===== src/rtl/confidence_bank.sv =====
// Per-channel black/white confidence accumulator bank with frame snapshot and best-channel scan.
// Define CONF_BANK_SAT_EN for saturating accumulators; by default they wrap modulo 2^ACC_W.
module confidence_bank #(
  parameter int unsigned NUM_CH = 4,
  parameter int unsigned IN_W   = 10,
  parameter int unsigned ACC_W  = 16,
  localparam int unsigned SEL_W = $clog2(NUM_CH)
) (
  input  logic             CLK,
  input  logic             RESET_N,
  input  logic             WE,
  input  logic [SEL_W-1:0] CH_SEL,
  input  logic [IN_W-1:0]  confidence_BLK,
  input  logic [IN_W-1:0]  confidence_WHT,
  input  logic             FRAME_END,
  input  logic [SEL_W-1:0] RD_SEL,
  output logic [ACC_W-1:0] confidence_BLK_out,
  output logic [ACC_W-1:0] confidence_WHT_out,
  output logic [SEL_W-1:0] BEST_CH,
  output logic [ACC_W:0]   BEST_SCORE,
  output logic             RESULT_VALID,
  input  logic             RESULT_READY,
  output logic             OVERRUN
);

  typedef enum logic [1:0] {StIdle, StScan, StHold} state_e;

  state_e           state_q, state_d;
  logic [SEL_W:0]   scan_idx_q, scan_idx_d;
  logic [SEL_W-1:0] best_ch_q, best_ch_d;
  logic [ACC_W:0]   best_score_q, best_score_d;
  logic             valid_q, valid_d;
  logic             overrun_q, overrun_d;

  logic [ACC_W-1:0] live_blk_q   [NUM_CH];
  logic [ACC_W-1:0] live_blk_d   [NUM_CH];
  logic [ACC_W-1:0] live_wht_q   [NUM_CH];
  logic [ACC_W-1:0] live_wht_d   [NUM_CH];
  logic [ACC_W-1:0] shadow_blk_q [NUM_CH];
  logic [ACC_W-1:0] shadow_blk_d [NUM_CH];
  logic [ACC_W-1:0] shadow_wht_q [NUM_CH];
  logic [ACC_W-1:0] shadow_wht_d [NUM_CH];

  logic             ch_ok;
  logic [SEL_W-1:0] scan_ch;
  logic [ACC_W:0]   scan_score;

  function automatic logic [ACC_W-1:0] acc_add(input logic [ACC_W-1:0] acc,
                                               input logic [IN_W-1:0]  smp);
`ifdef CONF_BANK_SAT_EN
    logic [ACC_W:0] sum;
    sum = {1'b0, acc} + (ACC_W+1)'(smp);
    return sum[ACC_W] ? {ACC_W{1'b1}} : sum[ACC_W-1:0];
`else
    return acc + ACC_W'(smp);
`endif
  endfunction

  assign ch_ok      = 32'(CH_SEL) < NUM_CH;
  assign scan_ch    = scan_idx_q[SEL_W-1:0];
  assign scan_score = {1'b0, shadow_blk_q[scan_ch]} + {1'b0, shadow_wht_q[scan_ch]};

  always_comb begin
    state_d      = state_q;
    scan_idx_d   = scan_idx_q;
    best_ch_d    = best_ch_q;
    best_score_d = best_score_q;
    valid_d      = valid_q;
    overrun_d    = overrun_q;
    live_blk_d   = live_blk_q;
    live_wht_d   = live_wht_q;
    shadow_blk_d = shadow_blk_q;
    shadow_wht_d = shadow_wht_q;

    for (int i = 0; i < NUM_CH; i++) begin
      if (WE && ch_ok && (CH_SEL == SEL_W'(i))) begin
        live_blk_d[i] = acc_add(live_blk_q[i], confidence_BLK);
        live_wht_d[i] = acc_add(live_wht_q[i], confidence_WHT);
      end
    end

    unique case (state_q)
      StIdle: begin
        // Snapshot includes this cycle's sample, then live bank is cleared below.
        if (FRAME_END) begin
          shadow_blk_d = live_blk_d;
          shadow_wht_d = live_wht_d;
          scan_idx_d   = '0;
          state_d      = StScan;
        end
      end
      StScan: begin
        if (FRAME_END) overrun_d = 1'b1;
        if (scan_idx_q == (SEL_W+1)'(NUM_CH)) begin
          state_d = StHold;
          valid_d = 1'b1;
        end else begin
          if ((scan_idx_q == '0) || (scan_score > best_score_q)) begin
            best_ch_d    = scan_ch;
            best_score_d = scan_score;
          end
          scan_idx_d = scan_idx_q + 1'b1;
        end
      end
      StHold: begin
        if (FRAME_END) overrun_d = 1'b1;
        if (RESULT_READY) begin
          valid_d = 1'b0;
          state_d = StIdle;
        end
      end
      default: state_d = StIdle;
    endcase

    if (FRAME_END) begin
      for (int i = 0; i < NUM_CH; i++) begin
        live_blk_d[i] = '0;
        live_wht_d[i] = '0;
      end
    end
  end

  always_ff @(posedge CLK) begin
    if (!RESET_N) begin
      state_q      <= StIdle;
      scan_idx_q   <= '0;
      best_ch_q    <= '0;
      best_score_q <= '0;
      valid_q      <= 1'b0;
      overrun_q    <= 1'b0;
      for (int i = 0; i < NUM_CH; i++) begin
        live_blk_q[i]   <= '0;
        live_wht_q[i]   <= '0;
        shadow_blk_q[i] <= '0;
        shadow_wht_q[i] <= '0;
      end
    end else begin
      state_q      <= state_d;
      scan_idx_q   <= scan_idx_d;
      best_ch_q    <= best_ch_d;
      best_score_q <= best_score_d;
      valid_q      <= valid_d;
      overrun_q    <= overrun_d;
      live_blk_q   <= live_blk_d;
      live_wht_q   <= live_wht_d;
      shadow_blk_q <= shadow_blk_d;
      shadow_wht_q <= shadow_wht_d;
    end
  end

  always_comb begin
    confidence_BLK_out = '0;
    confidence_WHT_out = '0;
    if (32'(RD_SEL) < NUM_CH) begin
      confidence_BLK_out = shadow_blk_q[RD_SEL];
      confidence_WHT_out = shadow_wht_q[RD_SEL];
    end
  end

  assign BEST_CH      = best_ch_q;
  assign BEST_SCORE   = best_score_q;
  assign RESULT_VALID = valid_q;
  assign OVERRUN      = overrun_q;

endmodule


===== config.mk =====
export PLATFORM = sky130hd
export DESIGN_NAME = confidence_bank
export DESIGN_NICKNAME = d
export VERILOG_FILES = /design/src/rtl/confidence_bank.sv
export SDC_FILE = /design/constraint.sdc
export NUM_CORES = 1
export LEC_CHECK = 0
export BUFFER_PORTS_ARGS = -buffer_cell sky130_fd_sc_hd__buf_4
export CAP_MARGIN = 20
export CORE_AREA = 8 8 173 256
export CTS_BUF_LIST = sky130_fd_sc_hd__clkbuf_8
export DETAILED_ROUTE_END_ITERATION = 8
export DIE_AREA = 0 0 181 264
export SYNTH_ARGS = -nofsm -noshare
export SYNTH_HDL_FRONTEND = slang
export SYNTH_SLANG_ARGS = --single-unit
export TNS_END_PERCENT = 50

===== constraint.sdc =====
create_clock -name CLK -period 7.25 [get_ports CLK]
set_input_delay 1.0875 -clock CLK [delete_from_list [all_inputs] [get_ports CLK]]
set_output_delay 1.0875 -clock CLK [all_outputs]
set_load 0.005 [all_outputs]

==> impl_metrics.csv <==
group,metric,value,unit
sta,fin_crit,5.64,ns
power,irDropWorstVdd,0.122,mV
die,pin_count,82,
power,pwr-share-clk,0.262,
clock_tree,cts_resized,0,
power,combPwrFrac,0.361,
setup_path,path_class,"reg2reg",
status,status,"completed",
route,drt-initial-drc-count,632,
synth,synth-seq-area-share,0.354,
route,drcViolationCount,0,
clock_tree,postCtsHoldBufs,0,
global_routing,grt_pass1_vias,12900,
layout,final_common_cell,"dfxtp_1",
synth,synth-seq-cells,282,
synth,synth_area,16000,um2
route,ant_nets,0,
clock_tree,max-clock-path-buffers,3,
clock_tree,clk_pin_slew,0.07,ns
setup_path,startpoint_type,"flop",
layout,nets,1977,
placement,gp_congestion,0.851,
sta,max_freq,0.177,GHz
synth,ys_types,64,
clock_tree,cts_root_buffer,"clkbuf_8",
layout,drive_above_1_share,0.130,
clock_tree,cts_htree_levels,2,
synth,synth-compound-area-share,0.183,
clock_tree,cts_buffers,45,
synth,synth.avg_cell_area,9.01,um2
synth,muxShareOfSynthArea,0.119,
die,die_y,264,um
synth,synth_flop_cell,"dfxtp_1",
clock_tree,cts_sinks,282,
layout,fill_cells,3989,
die,die_width,181,um
global_routing,grt_pass1_wl,70300,um
setup_path,crit_buf_inv,1,
sta,setup_tns,0,ns
synth,ys_warn_count,0,
clock_tree,clock_latency,0.58,ns
sta,worstMarginPinSlew,1.01,ns
sta,slew-limit-headroom,0.324,
route,first_pass_iters,5,
route,num_vias,13000,
setup_path,path_cells,"mux4_2, ha_1, fa_1, a21oi_1, o221ai_1, a21oi_1, o31ai_2, a31o_2, ha_1, nand3_1, or4_1, o21ai_0, a21o_1, buf_16, mux2i_1, nor2_1",
sta,slew_violations,0,
layout,finalCoreUtilization,0.438,
die,fp-row-count,91,
sta,hold_viol_final,0,
setup_path,worst_ep_arrival_time,6.08,ns
power,power_frac_seq,0.378,
placement,dp_hpwl,33300,um
synth,yosys.area_share.simple,0.142,
synth,async_flop_share,0,
setup_path,max_stage_delay,0.75,ns
worst_hold_path,hp-class,"reg2reg",
sta,hold_slack,0.455,ns
power,finalPower,5.30,mW
global_routing,antenna_found_initial,1,
clock_tree,cts_tree,"done",
die,start_util,0.392,
route,drt-total-wl,44900,um
sta,setup_slack,1.61,ns
global_routing,overflow,0,
synth,synth_fa_ha_area_frac,0.105,
synth,synth_xor_area_frac,0.0581,
clock_tree,postCtsSetupBuffers,0,
sta,skew,0.0146,ns
die,die_area,47800,um2
sta,setup_viol,0,
setup_path,end_kind,"flop",
power,p_int,3.37,mW
layout,final_cell_mix,"dfxtp_1 (280), nor2_1 (263), a21oi_1 (195)",
route,wl_per_cell,19.0,um
route,vias_per_cell,5.52,
sta,rsz0062_at_grt,"no",
setup_path,cp_max_fo,18,
synth,synth_edf_count,0,
run,drv_cap,0,
global_routing,grt_max_degree,102,
die,coreArea,40800,um2
setup_path,crit_family,"compound AO/OA/AOI/OAI gates",
global_routing,grt_usage,0.185,
setup_path,cp.required,7.69,ns
synth,synth_top_family_by_area,"compound AO/OA/AOI/OAI gates",
synth,syn-num-nets,1929,
power,p_leak,7.12,nW
placement,portBuffers,81,
placement,pre_cts_ws,1.36,ns
power,p_per_area,297,nW/um2
setup_path,crit_slowest_cell,"dfxtp_2",
sta,timing.final.crit_share,0.778,
synth,synth_cells,1772,
layout,area_growth,11.8,%
power,switching_share,0.363,
power,switching_power,1.92,mW
-- cell usage after synthesis, types with 3 or more instances --
cell type | count | area share
ha_1 | 119 | 0.093
a211oi_2 | 3 | 0.0024
and2_1 | 10 | 0.0039
mux4_2 | 64 | 0.090
a21boi_0 | 7 | 0.0033
xnor2_1 | 51 | 0.028
nor4_1 | 6 | 0.0024
a211o_1 | 6 | 0.0033
mux2i_1 | 46 | 0.029
a311o_1 | 5 | 0.0031
nor2_1 | 263 | 0.062
xor2_1 | 55 | 0.030
buf_6 | 3 | 0.0021
nand3_1 | 38 | 0.012
nor3b_1 | 7 | 0.0033
and3_1 | 8 | 0.0031
nor3_1 | 26 | 0.0081
a211oi_1 | 69 | 0.032
o21bai_1 | 7 | 0.0033
inv_1 | 65 | 0.015
o21a_1 | 13 | 0.0061
a21o_1 | 22 | 0.010
dfxtp_1 | 282 | 0.35
o21ai_0 | 115 | 0.036
buf_1 | 11 | 0.0026
nand3b_1 | 5 | 0.0024
nand2b_1 | 12 | 0.0047
and4_1 | 3 | 0.0016
o22ai_1 | 6 | 0.0024
nor2b_1 | 25 | 0.0098
buf_2 | 5 | 0.0016
fa_1 | 9 | 0.011
nand4_1 | 14 | 0.0055
nand2_1 | 73 | 0.017
a21oi_1 | 195 | 0.061
o311a_1 | 3 | 0.0019
o221a_2 | 3 | 0.0021
a31oi_1 | 11 | 0.0043
o31ai_1 | 3 | 0.0014
clkbuf_1 | 73 | 0.017
-- layout make-up --
type	instances	area (um2)	share of cell area
clock buffer	57	785	0.0439
multi-input combinational	1331	9700	0.543
timing repair buffer	94	726	0.0406
antenna	1	2.50	0.000140
clock inverter	20	109	0.00610
sequential	282	5650	0.316
inverter	66	248	0.0139
tap	511	639	0.0358
-- worst paths after layout --
check | startpoint | to | slack [ns] | cells past startpoint
max | scan_idx_q[0] | BEST_SCORE[0] | 1.61 | 16
min | RESULT_VALID | RESULT_VALID | 0.45 | 2
max reg2reg | scan_idx_q[0] | BEST_SCORE[0] | 1.61 | 16
min reg2reg | RESULT_VALID | RESULT_VALID | 0.45 | 2
-- power groups by stage --
stage / logic (mW) / registers (mW) / clock network (mW)
final: 1.91 / 2.00 / 1.39
after global routing: 2.13 / 2.03 / 1.49
after CTS: 1.90 / 2.00 / 1.42
after detailed placement: 1.90 / 2.04 / 0
after global placement: 1.87 / 2.03 / 0
after floorplan: 1.42 / 1.91 / 0
-- registers in the layout, indices dropped and copies added (netlist names) --
| name | cells |
|---|---|
| live_blk_q | 64 |
| live_wht_q | 64 |
| shadow_blk_q | 64 |
| shadow_wht_q | 64 |
| BEST_SCORE | 17 |
| scan_idx_q | 3 |
| BEST_CH | 2 |
| state_q | 2 |
| OVERRUN | 1 |
| RESULT_VALID | 1 |
-- cell families after synthesis --
group                      Yosys count
and+or+nand+nor                    502
AOI/OAI and AO/OA                  485
DFF                                282
buffers and inverters              159
adders and majority gates          128
muxes                              110
xor gates and xnor gates           106
-- worst register-to-register path, cell delays in order (launching register included) --
cell and delay, ns:
dfxtp_2 0.75, mux4_2 0.61, ha_1 0.25, fa_1 0.47, a21oi_1 0.23, o221ai_1 0.28, a21oi_1 0.44, o31ai_2 0.15
a31o_2 0.28, ha_1 0.29, nand3_1 0.11, or4_1 0.55, o21ai_0 0.18, a21o_1 0.43, buf_16 0.22, mux2i_1 0.19
nor2_1 0.05
-- per-layer routing --
layer / up-vias / global-route usage / wire length [um]
li1: 6504 / - / -
met1: 6197 / 0.207 / 18200
met2: 262 / 0.335 / 22900
met3: 86 / 0.0268 / 1550
met4: 0 / 0.0969 / 2180
met5: - / 0 / 0
-- per-stage QoR --
step / instance area (um2) / std cells
floorplan: 16000 / 1772
global placement: 16900 / 2283
CTS: 17800 / 2360
finish: 17900 / 2362
global route: 17900 / 2362
detailed placement: 16900 / 2283
Power figures use the tool's default switching activity.
